<file path="config.mk">
export PLATFORM = sky130hd
export DESIGN_NAME = mp_add_seq
export DESIGN_NICKNAME = d
export VERILOG_FILES = /design/src/rtl/mp_add_seq.sv
export SDC_FILE = /design/constraint.sdc
export NUM_CORES = 1
export LEC_CHECK = 0
export BUFFER_PORTS_ARGS = -buffer_cell sky130_fd_sc_hd__buf_2
export CELL_PAD_IN_SITES_DETAIL_PLACEMENT = 0
export CELL_PAD_IN_SITES_GLOBAL_PLACEMENT = 2
export CORE_ASPECT_RATIO = 0.5
export CORE_UTILIZATION = 30
export DETAILED_ROUTE_END_ITERATION = 12
export GPL_TIMING_DRIVEN = 0
export PLACE_DENSITY = 0.74
export SLEW_MARGIN = 20
export SYNTH_ARGS = -nofsm -noshare
export SYNTH_HDL_FRONTEND = slang
export SYNTH_SLANG_ARGS = --single-unit
</file>
<file path="constraint.sdc">
create_clock -name clk -period 4.5 [get_ports clk]
set_input_delay 0.45 -clock clk [delete_from_list [all_inputs] [get_ports clk]]
set_output_delay 0.45 -clock clk [all_outputs]
set_load 0.05 [all_outputs]
</file>
<file path="src/rtl/mp_add_seq.sv">
// Byte-serial multi-precision adder/subtractor.
// One shared 8-bit ripple adder is stepped across the operand bytes.
module mp_add_seq #(
  parameter int NBYTES = 4
) (
  input  logic                clk,
  input  logic                rst,
  input  logic                start_valid,
  output logic                start_ready,
  input  logic [8*NBYTES-1:0] op_a,
  input  logic [8*NBYTES-1:0] op_b,
  input  logic                sub,
  output logic                res_valid,
  input  logic                res_ready,
  output logic [8*NBYTES-1:0] result,
  output logic                carry_out,
  output logic                overflow,
  output logic                zero,
  output logic                busy
);

  localparam int W  = 8 * NBYTES;
  localparam int KW = $clog2(NBYTES);

  typedef enum logic [1:0] {
    IDLE,
    RUN,
    DONE
  } state_t;

  state_t state, state_n;

  logic [NBYTES-1:0][7:0] a_q;
  logic [NBYTES-1:0][7:0] b_q;
  logic [NBYTES-1:0][7:0] res_q;
  logic [KW-1:0]          k_q;
  logic                   cy_q;
  logic                   co_q;
  logic                   ov_q;

  logic [7:0] fa_a;
  logic [7:0] fa_b;
  logic [7:0] fa_s;
  logic [8:0] fa_c;
  logic       accept;
  logic       ack;
  logic       last;

  assign accept = start_valid & (state == IDLE);
  assign ack    = res_ready & (state == DONE);
  assign last   = (k_q == KW'(NBYTES - 1));

  assign fa_a = a_q[k_q];
  assign fa_b = b_q[k_q];

  // The single time-shared 8-bit ripple adder: eight full-adder cells.
  always_comb begin
    fa_s    = '0;
    fa_c    = '0;
    fa_c[0] = cy_q;
    for (int i = 0; i < 8; i++) begin
      fa_s[i]   = fa_a[i] ^ fa_b[i] ^ fa_c[i];
      fa_c[i+1] = (fa_a[i] & fa_b[i])
                | (fa_c[i] & (fa_a[i] ^ fa_b[i]));
    end
  end

  // State register.
  always_ff @(posedge clk or posedge rst) begin
    if (rst) state <= IDLE;
    else     state <= state_n;
  end

  // Next-state logic: accept, step bytes, hold until the result is taken.
  always_comb begin
    state_n = state;
    unique case (state)
      IDLE:    if (accept) state_n = RUN;
      RUN:     if (last)   state_n = DONE;
      DONE:    if (ack)    state_n = IDLE;
      default: state_n = IDLE;
    endcase
  end

  // Operand capture, per-byte sum/carry update and final flags.
  always_ff @(posedge clk or posedge rst) begin
    if (rst) begin
      a_q   <= '0;
      b_q   <= '0;
      res_q <= '0;
      k_q   <= '0;
      cy_q  <= 1'b0;
      co_q  <= 1'b0;
      ov_q  <= 1'b0;
    end else if (accept) begin
      a_q  <= op_a;
      b_q  <= op_b ^ {W{sub}};
      cy_q <= sub;
      k_q  <= '0;
    end else if (state == RUN) begin
      res_q[k_q] <= fa_s;
      cy_q       <= fa_c[8];
      if (last) begin
        k_q  <= '0;
        co_q <= fa_c[8];
        ov_q <= fa_c[7] ^ fa_c[8];
      end else begin
        k_q <= k_q + KW'(1);
      end
    end
  end

  assign start_ready = (state == IDLE);
  assign res_valid   = (state == DONE);
  assign busy        = (state != IDLE);
  assign result      = res_q;
  assign carry_out   = co_q;
  assign overflow    = ov_q;
  assign zero        = ~|res_q;

endmodule

</file>
# Yosys cells after proc, flatten, opt, wreduce, memory -nomap -nowiden
# Index checks and enable logic that the tools add are counted.
dict set report totals {
  wordCells 96
  latchBits 0
  mem_count 0
  register_bits 103
  mem_bits_ro 0
  output_inout_bits 38
  mem_bits_rw 0
  input_bits 69
}
dict set report op_classes {
  multipliers 0
  shifts 0
  bitwise 45
  div 0
  n_addsub 1
  muxes 16
  eq_ne 6
  magnitude_cmp 2
  reduce_logical 9
}
# cell count
set ops {}
lappend ops {{binary-select mux 8 bit (select 2 bit)} 2}
lappend ops {{bitwise mux 32 bit} 1}
lappend ops {{OR reduction 32 bit} 1}
lappend ops {{bitwise XOR 32 bit} 1}
lappend ops {{two-way mux 8 bit} 3}
lappend ops {{AND 1 bit} 18}
lappend ops {{bitwise XOR 1 bit} 17}
lappend ops {{demux 8 bit (select 2 bit)} 1}
lappend ops {{two-way mux 2 bit} 6}
lappend ops {{bitwise OR 1 bit} 8}
lappend ops {{case mux 2 bit (3 select lines)} 1}
lappend ops {{AND reduction 3 bit} 2}
lappend ops {{== test 2 bit, second input constant} 2}
lappend ops {{!= test 2 x 1 -> 1 bit, second input constant} 2}
lappend ops {{nonzero test 2 bit} 2}
lappend ops {{less-than comparator 2 x 3 -> 1 bit, second input constant} 1}
lappend ops {{adder 2 x 1 -> 2 bit, second input constant} 1}
lappend ops {{== test 2 x 1 -> 1 bit, second input constant} 1}
lappend ops {{>= comparator 2 x 1 -> 1 bit, second input constant} 1}
lappend ops {{logical NOT 2 bit} 1}
lappend ops {{two-way mux 1 bit} 2}
lappend ops {{!= test 2 bit, second input constant} 1}
lappend ops {{AND reduction 2 bit} 1}
lappend ops {{logical AND 1 bit} 1}
lappend ops {{other kinds (2)} 2}

# Longest topological paths before layout
# Gate-level depths: netlist of run 1.
dict set report depth {
  ltp_word 21
  ltp_mapped 16
  ltp_nobuf 14
}

# Least setup slack after synthesis of run 1
# OpenSTA, ideal clock, no wires.
dict set report synth_timing {
  path_kind {reg-to-reg}
  start {register k_q[0]}
  end {register res_q (netlist bit result[15])}
  setup_slack_ns 0.104
  t_required_ns 4.413
  stages_incl_launch_ff 13
  n_path_buf 2
  period_less_slack_ns 4.396
  setup_ns 0.087
  t_arrival_ns 4.309
  path_cell_list {dfrtp_1 -> buf_4 -> buf_4 -> mux4_2 -> fa_1 -> fa_1 -> fa_1 -> fa_1 -> fa_1 -> fa_1 -> inv_1 -> fa_1 -> o21ai_0}
}
dict set report synth_between {
  elab_chain_cells 19
  word_cells_on_any_way 40
  cone_classes {order compare (2); mux (7); bitwise (30); reduce/logical (1)}
}
# item line_no
set synth_lines {}
lappend synth_lines {{from (decl)} 36} ;# logic [KW-1:0] k_q;
lappend synth_lines {{from (signal assigned)} 108} ;# k_q <= k_q + KW'(1);
lappend synth_lines {{binary-select mux 8 bit (select 2 bit), on equally long branches} {53, 54}}
lappend synth_lines {{two-way mux 8 bit, on equally long branches} {53, 54}}
lappend synth_lines {{bitwise XOR 1 bit} 64} ;# | (fa_c[i] & (fa_a[i] ^ fa_b[i]));
lappend synth_lines {{AND 1 bit} 64}
lappend synth_lines {{bitwise OR 1 bit} 64}
lappend synth_lines {{AND 1 bit} 64}
lappend synth_lines {{bitwise OR 1 bit} 64}
lappend synth_lines {{AND 1 bit} 64}
lappend synth_lines {{(+3 left out)} -}
lappend synth_lines {{AND 1 bit} 64}
lappend synth_lines {{bitwise OR 1 bit} 64}
lappend synth_lines {{AND 1 bit} 64}
lappend synth_lines {{bitwise OR 1 bit} 64}
lappend synth_lines {{AND 1 bit} 64}
lappend synth_lines {{bitwise OR 1 bit} 64}
lappend synth_lines {{bitwise XOR 1 bit} 62} ;# fa_s[i] = fa_a[i] ^ fa_b[i] ^ fa_c[i];
lappend synth_lines {{bitwise mux 32 bit *} 101} ;# res_q[k_q] <= fa_s;
lappend synth_lines {{to (signal, indexed assignment)} 101}
lappend synth_lines {{to (decl)} 35} ;# logic [NBYTES-1:0][7:0] res_q;
# Every way passes the cells marked *; elsewhere a longest branch is shown, timed or not. The select of a mux whose other input is x is not followed.
# A chain may end at the register's enable or synchronous reset.

# Worst setup path after layout of run 1
dict set report layout_timing {
  start {register k_q[1]}
  end {register res_q (netlist bit result[7])}
}
# The elaborated chain is that of the path after synthesis.

==> impl_metrics.json, run 1 <==
{
  "max-slew-margin-rel": 0.6520,
  "postSynthAreaPerCell_um2": 11.47,
  "vias": 3495,
  "initial_core_util": 0.3149,
  "fin_ws_ns": 0.1344,
  "clkPwrFrac": 0.136,
  "cap_violations": 0,
  "worstSetupPathType": "reg -> reg",
  "die_y_um": 93.10,
  "cp_data_arrival_time_ns": 4.63,
  "powerDensity_nw_per_um2": 903.4,
  "syn2layout_area_growth_pct": 24.47,
  "status": "finished clean",
  "post-route-period-util": 0.9701,
  "die_w_um": 184.2,
  "core_um2": 15820,
  "nets": 639,
  "hold_viol": 0,
  "swShare": 0.4590,
  "worstSkewPairLatency_ns": 0.35,
  "post-place-ws_ns": -0.4352,
  "grt_max_degree": 74,
  "hold_class": "in -> async",
  "worstPathCellList": "buf_6, mux4_2, inv_2, fa_1, inv_1, fa_1, fa_2, fa_2, fa_1, fa_2, fa_2, inv_2, fa_2, o21ai_0",
  "die_area_um2": 17150,
  "reg2reg_from": "k_q[1]",
  "cp_top_family": "adder cells",
  "combPwrFrac": 0.566,
  "synth-seq-cells": 103,
  "max_stage_delay_ns": 0.51,
  "fin_cells": 784,
  "fin_worst_skew_ns": 0.007856,
  "drive_above_1_share": 0.4121,
  "internal_power_mw": 3.030,
  "worstMarginPinSlew_ns": 0.5204,
  "drc": 0,
  "numCtsBuffers": 9,
  "htreeDepth": 3,
  "drtPass1Iterations": 4,
  "antenna_found_initial": 0,
  "gr-total-overflow": 0,
  "syn-cell-area_um2": 4980,
  "ant_nets": 0,
  "drt-total-wl_um": 12700,
  "cp_common_cell": "fa_2",
  "final_common_cell": "nand2_1",
  "clk_pin_slew_ns": 0.08,
  "grt_pass1_wl_um": 20420,
  "post_drt_wl_per_cell_um": 16.19,
  "vias_per_cell": 4.458,
  "placed_cells": 761,
  "drtIter0Drc": 189,
  "syn_nets": 515,
  "synthCells": 434,
  "dpl.hpwl_um": 9304,
  "cts_tree": "done",
  "dpl_cell_area_um2": 5814,
  "crit_path_start": "k_q[1]",
  "io_pins": 107,
  "cp-start-kind": "flip-flop",
  "drv_slew": 0,
  "fin_area_um2": 6198,
  "io_buffers": 105,
  "power.leakage_nw": 2.958,
  "placementRows": 32,
  "grt_util_all_layers": 0.1619,
  "ys_types": 28,
  "cp_slowest_cell": "mux4_2",
  "ir_drop_v": 0.0003716,
  "setup_viol": 0,
  "max_clock_freq_ghz": 0.2291,
  "totalPowerFinal_mw": 5.600,
  "p_seq_frac": 0.298,
  "worstPathRequired_ns": 4.76,
  "nFillCells": 1605,
  "layout_common_cells": "139 x nand2_1, 114 x buf_2, 103 x dfrtp_1",
  "cts-root-buf": "clkbuf_16",
  "synth_seq_area_share": 0.5176,
  "crit_fanout": 4,
  "ys_warn_count": 0,
  "rsz0062_at_grt": "false",
  "setup_tns_ns": 0,
  "power.switching_mw": 2.570,
  "cts_sinks": 103,
  "cp-end-kind": "flip-flop",
  "place.gp.congestion": 0.7322,
  "diodes": 0,
  "grt_pass1_vias": 3635,
  "cp_num_buf_inv": 4,
  "post-route-min-period_ns": 4.366,
  "cts_buffer_depth": 2
}
[power groups by stage]
stage | Clock, mW | Sequential, mW | Combinational, mW
detailed placement | 0 | 1.69 | 3.05
finish | 0.760 | 1.67 | 3.17
floorplan | 0 | 2.13 | 1.69
global placement | 0 | 1.68 | 3.02
CTS | 0.783 | 1.67 | 3.18
global route | 0.823 | 1.74 | 3.45
[metal layers]
layer,wire [µm],GRT usage,up-vias
met5,0,0,-
met1,6579,0.2358,1721
li1,-,-,1696
met4,99,0.03750,0
met2,5505,0.2462,69
met3,510,0.03349,9
[state kept, by name (all words and copies together) (netlist names)]
signal	count
b_q	32
cy_q	1
a_q	32
k_q	2
carry_out	1
result	32
state	2
overflow	1
[cells in the mapped netlist]
cell        n  area share
nand2_1   139        0.10
nand2b_1    2      0.0025
mux4_2     16       0.072
o21ai_2    28       0.049
nand3_2     1      0.0020
dfrtp_1   103        0.52
xnor2_1    32       0.056
nand3_1     2      0.0020
nor2_1      1     0.00075
nand3b_1    4      0.0060
buf_8       1      0.0030
xor2_1      1      0.0018
or2_2       1      0.0013
o211ai_1    1      0.0015
buf_6      10       0.023
nor3b_2     1      0.0025
or3b_1      1      0.0018
mux2_2     24       0.054
buf_2      10       0.010
o21ai_1     5      0.0050
o31ai_1     1      0.0015
inv_1      13      0.0098
ha_1        4       0.010
o21ai_0    12       0.012
nor4_1      8       0.010
buf_4       3      0.0045
nand4_1     2      0.0025
fa_1        8       0.032
[area by class of cell]
class	instances	area, µm²	area share
Buffer	24	231.5	0.03734
Clock buffer	9	225.2	0.03633
Clock inverter	7	62.56	0.01009
Inverter	13	53.80	0.008680
Multi-Input combinational cell	294	2166	0.3494
Sequential cell	103	2577	0.4158
Tap cell	221	276.5	0.04461
Timing Repair Buffer	113	605.6	0.09770
[per-stage QoR]
stage               hold WS (ns)    util
floorplan                 0.4395       -
global placement          0.4554  0.3656
detailed placement        0.4451  0.3676
CTS                      0.07167  0.3918
global route             0.08350  0.3919
finish                   0.06959  0.3919
[final timing paths]
check / endpoint / slack [ns] / depth (start not counted)
setup / recovery: result[7] / 0.13 / 14
hold / removal: result[10] / 0.07 / 2
setup reg to reg: result[7] / 0.13 / 14
hold reg to reg: a_q[22] / 0.47 / 2
max in group asynchronous: b_q[7] / 3.77 / 3
min in group clk: a_q[10] / 0.29 / 3
[cell families (layout without fill, tap and decap cells)]
logic type / after synthesis / count (layout) / synth area share
xor+xnor: 33 / 33 / 0.05804
compound gates: 47 / 47 / 0.06935
mux: 40 / 40 / 0.1266
buf+inv: 37 / 166 / 0.05000
flops: 103 / 103 / 0.5176
simple gates: 162 / 162 / 0.1362
fa+ha+maj: 12 / 12 / 0.04221
[timing repair]
item / in CTS / in global routing
hold buffers: 0 / 0
endpoints found under the setup margin: 11 / 4
buffers inserted: 7 / 0
pin swaps: 0 / 1
gates resized for setup: 12 / 6
(Power assumes the default switching activity.)
==> run 2: changes to the inputs <==
ABC_AREA = 1   (was unset)
CORE_UTILIZATION = 29   (was 30)
PLACE_DENSITY = 0.77   (was 0.74)
==> run 2 against run 1 <==
Effect of this change: cell count rose by 17%; die area rose by 3.5%; highest routed layer unchanged; largest cell class unchanged; via count rose by 16%; count of clock-buffer cells in the layout rose by 2; fmax rose by 0.77%; worst setup slack improved by 0.033 ns; flip-flop and latch count did not move.
==> impl_metrics.json, run 2 <==
{
  "status": "finished clean",
  "worstMarginPinSlew_ns": 0.5479,
  "nets": 765,
  "fin_worst_skew_ns": 0.006861,
  "cts_tree": "done",
  "nFillCells": 1775,
  "post-place-ws_ns": -0.5412,
  "worstSkewPairLatency_ns": 0.34,
  "yosysMostFrequentCell": "nand2_1",
  "wl_met1_um": 7377,
  "setup_viol": 0,
  "r2r_slack_ns": 0.17,
  "syn_nets": 647,
  "synth_area_leaders": "dfrtp_1 52%, nand2_1 14%, o21ai_0 7.7%, xnor2_1 5.6%, fa_1 3.2%",
  "core_um2": 16600,
  "gr-total-overflow": 0,
  "io_buffers": 105,
  "ys_warn_count": 0,
  "diodes": 0,
  "postSynthAreaPerCell_um2": 8.805,
  "worstSetupPathType": "reg -> reg",
  "synthCells": 566,
  "final_common_cell": "nand2_1",
  "cts_sinks": 103,
  "cp_data_arrival_time_ns": 4.60,
  "dpl.hpwl_um": 10490,
  "synth_top_area_cell": "dfrtp_1",
  "syn2layout_area_growth_pct": 24.76,
  "grt_max_degree": 60,
  "cap_violations": 0,
  "synth-seq-cells": 103,
  "post-route-period-util": 0.9627,
  "place.gp.congestion": 0.7655,
  "cts_hold_buffers": 0,
  "numCtsBuffers": 9,
  "die_w_um": 187.4,
  "r2r.worst_path.cells": 16,
  "drt-total-wl_um": 13890,
  "die_area_um2": 17740,
  "initial_core_util": 0.3002,
  "vias": 4050,
  "fin_cells": 916,
  "hold_class": "in -> async",
  "drtIter0Drc": 245,
  "drive_above_1_share": 0.2554,
  "post-route-min-period_ns": 4.332,
  "reg2reg_from": "k_q[0]",
  "die_y_um": 94.70,
  "syn-cell-area_um2": 4984,
  "route.top_layer_used": "met4",
  "layout_common_cells": "186 x nand2_1, 114 x buf_2, 103 x dfrtp_1",
  "max-slew-margin-rel": 0.6347,
  "vias_per_cell": 4.421,
  "placementRows": 33,
  "grt_pass1_vias": 3982,
  "htreeDepth": 3,
  "synth.top_cell.area_share": 0.5172,
  "hold_viol": 0,
  "placed_cells": 899,
  "synth_edf_count": 0,
  "worstPathRequired_ns": 4.77,
  "cp-end-kind": "flip-flop",
  "post_drt_wl_per_cell_um": 15.16,
  "synthFlopType": "dfrtp_1",
  "grt_util_all_layers": 0.1657,
  "drtPass1Iterations": 4,
  "cts_buffer_depth": 2,
  "antenna_found_initial": 0,
  "clk_pin_slew_ns": 0.07,
  "ys_types": 25,
  "wl_met3_um": 631,
  "synthTopCellsByCount": "188 x nand2_1, 103 x dfrtp_1, 77 x o21ai_0, 40 x nor2_1, 32 x xnor2_1",
  "max_clock_freq_ghz": 0.2308,
  "cts-root-buf": "clkbuf_16",
  "drv_slew": 0,
  "fin_hold_ws_ns": 0.1707,
  "grt_pass1_wl_um": 22320,
  "ant_nets": 0,
  "cp-start-kind": "flip-flop",
  "met2WireLength_um": 5841,
  "crit_fanout": 10,
  "drc": 0,
  "io_pins": 107,
  "async_reset_ff_frac": 1.000,
  "r2r_end": "result[15]",
  "synth_seq_area_share": 0.5172,
  "fin_ws_ns": 0.1678
}
[run 2: layout make-up]
class	instances	area (µm²)	share of cell area
clock inverters	5	63.81	0.01026
multi-input cells	406	2120	0.3409
inverters	25	106.4	0.01711
repair buffers	107	560.5	0.09016
plain buffers	32	252.7	0.04065
well taps	227	284.0	0.04568
flip-flops and latches	103	2577	0.4146
clock buffers	11	252.7	0.04065
[run 2: per-stage QoR]
step	instance area, µm²	TNS, ns	util
4_1_cts	6187	0	0.3728
3_3_place_gp	5793	-2.175	0.3490
2_1_floorplan	4984	0	-
6_report	6217	0	0.3746
5_1_grt	6217	-0.002293	0.3746
3_5_place_dp	5826	-2.796	0.3510
[run 2: worst max-delay path, cell delays in order (launching register included)]
cell and delay (ns):
dfrtp_1 0.44, buf_6 0.17, clkbuf_8 0.17, nand2_2 0.09, nand3_1 0.08, nand2_1 0.09
fa_1 0.17, inv_1 0.05, fa_2 0.34, fa_2 0.35, fa_2 0.35, fa_2 0.38
fa_2 0.40, fa_2 0.40, inv_1 0.09, fa_2 0.51, o21ai_2 0.15
[run 2: logic make-up (layout without fill, tap and decap cells)]
logic type / Yosys count / in the layout / synth area share
AND/OR/NAND/NOR: 243 / 243 / 0.1981
XOR/XNOR: 33 / 33 / 0.05800
adder cells (fa/ha/maj): 12 / 12 / 0.04218
AO/OA/AOI/OAI: 118 / 118 / 0.1210
buffers and inverters: 57 / 180 / 0.06352
flip-flops: 103 / 103 / 0.5172
[run 2: worst max path at each step]
stage,start,endpoint,slack (ns),cells after the start
global route,k_q[0],result[15],-0.002,17
CTS,k_q[0],result[7],0.02,17
floorplan,k_q[0],result[15],0.30,16
finish,k_q[0],result[15],0.17,16
detailed placement,k_q[1],result[15],-0.54,15
global placement,k_q[1],result[7],-0.43,15
[run 2: routing by layer]
layer	vias up	GRT usage
met5	-	0
met4	0	0.02846
met3	2	0.03828
met2	81	0.2416
met1	1932	0.2497
li1	2035	-
[run 2: what timing repair did]
item / CTS / global route
setup buffers: 1 / 0
setup endpoints to repair: 11 / 5
pin swaps: 1 / 8
resized for setup: 15 / 16
Power of run 2 is not shown: default switching activity piles up to over one toggle a cycle in this logic, so the estimate is an artifact.
==> run 3: changes to the inputs <==
CORE_UTILIZATION = 30   (was 29)
clock period = 4.9 ns   (was 4.5 ns; I/O delays follow)
==> run 3 against run 2 <==
Effect of this change: clock skew barely moved; sequential share of layout area up 0.57 points; utilization rose by 1.3 points; non-clock buffer count shrank 2; routed wire length decreased by 1.4%; design area is 1.3% lower; flip-flop and latch count stayed put; first-iteration DRC count down 2.4%; worst hold slack got worse by 0.0034 ns; cell count down 0.87%; fmax down 8.2%; global-route usage grew 0.12 points; critical endpoint is now result[7]; largest cell class unchanged.
==> impl_metrics.json, run 3 (synthesized netlist as in run 2, its figures left out) <==
{
  "core_um2": 15820,
  "drc": 0,
  "cts_buffer_depth": 2,
  "place.gp.congestion": 0.7651,
  "io_buffers": 105,
  "drive_above_1_share": 0.2373,
  "cts_tree": "done",
  "antenna_found_initial": 0,
  "final_common_cell": "nand2_1",
  "worstPathRequired_ns": 5.16,
  "initial_core_util": 0.3151,
  "dpl_cell_area_um2": 5818,
  "worstMarginPinSlew_ns": 0.5589,
  "io_pins": 107,
  "fin_worst_skew_ns": 0.006554,
  "die_area_um2": 17160,
  "postLayoutCoreUtil": 0.3878,
  "grt_util_all_layers": 0.1669,
  "worstSkewPairLatency_ns": 0.34,
  "numCtsBuffers": 9,
  "hold_class": "in -> async",
  "cp-end-kind": "flip-flop",
  "cts-root-buf": "clkbuf_16",
  "post_drt_wl_per_cell_um": 15.08,
  "cp_data_arrival_time_ns": 4.98,
  "clk_pin_slew_ns": 0.07,
  "drv_slew": 0,
  "fin_area_um2": 6133,
  "fin_hold_ws_ns": 0.1673,
  "cts_hold_buffers": 0,
  "status": "finished clean",
  "cap_violations": 0,
  "max_clock_freq_ghz": 0.2119,
  "die_w_um": 184.3,
  "rsz0062_at_grt": "false",
  "ant_nets": 0,
  "gr-total-overflow": 0,
  "cp-start-kind": "flip-flop",
  "grt_pass1_wl_um": 21540,
  "layout_common_cells": "188 x nand2_1, 116 x buf_2, 103 x dfrtp_1",
  "post-route-min-period_ns": 4.719,
  "nets": 763,
  "drt-total-wl_um": 13690,
  "syn2layout_area_growth_pct": 23.07,
  "grt_max_degree": 58,
  "setup_viol": 0,
  "dpl.hpwl_um": 10420,
  "vias": 4071,
  "worstSetupPathType": "reg -> reg",
  "hold_viol": 0,
  "placementRows": 32,
  "htreeDepth": 3,
  "drtPass1Iterations": 4,
  "vias_per_cell": 4.483,
  "grt_pass1_vias": 3965,
  "cts_sinks": 103,
  "die_y_um": 93.14,
  "max-slew-margin-rel": 0.6274,
  "post-route-period-util": 0.9631,
  "diodes": 0,
  "drtIter0Drc": 239,
  "setup_tns_ns": 0,
  "crit_fanout": 11
}
## run 3: stage by stage
stage | worst slack [ns] | cells
floorplan | 0.6989 | 566
detailed placement | -0.1067 | 893
global placement | -0.08671 | 892
CTS | 0.09884 | 908
finish | 0.1806 | 908
global route | 0.02783 | 908
## run 3: final cells by class
type / count / area (µm²)
sequential: 103 / 2577
clock inverter: 6 / 68.82
tap: 221 / 276.5
multi-input combinational: 406 / 2095
fill: 1686 / 9682
inverter: 25 / 106.4
timing repair buffer: 107 / 560.5
buffer: 30 / 210.2
clock buffer: 10 / 239.0
## run 3: final timing paths
path	startpoint	to	cells past startpoint	slack, ns
max in group asynchronous	rst	a_q[2]	3	4.08
min reg2reg	a_q[14]	a_q[14]	2	0.47
max	k_q[1]	result[7]	15	0.18
max reg2reg	k_q[1]	result[7]	15	0.18
min in group clk	res_ready	state[1]	2	0.32
min	rst	result[26]	2	0.17
## run 3: repair_timing
action,in CTS,in global routing
resized for setup,1,6
buffers inserted,0,1
setup endpoints to repair,4,4
## run 3: critical path, stage by stage (launching register included)
cell and delay (ns):
dfrtp_1 0.46, inv_1 0.18, clkbuf_2 0.31, nand3_1 0.12
nand2_1 0.12, fa_1 0.19, inv_1 0.05, fa_1 0.41
fa_1 0.40, fa_1 0.39, fa_1 0.40, fa_1 0.43
fa_2 0.39, inv_1 0.09, fa_2 0.49, o21ai_0 0.19
## run 3: layer usage
layer | vias to the layer above | track usage | wire length [µm] | part of all wire
met5 | - | 0 | 0 | 0
met4 | 0 | 0.03125 | 50 | 0.0037
met3 | 4 | 0.03349 | 569 | 0.042
met2 | 86 | 0.2424 | 5761 | 0.42
met1 | 1948 | 0.2549 | 7309 | 0.53
li1 | 2033 | - | - | -
Power of run 3 is left out for the same reason.
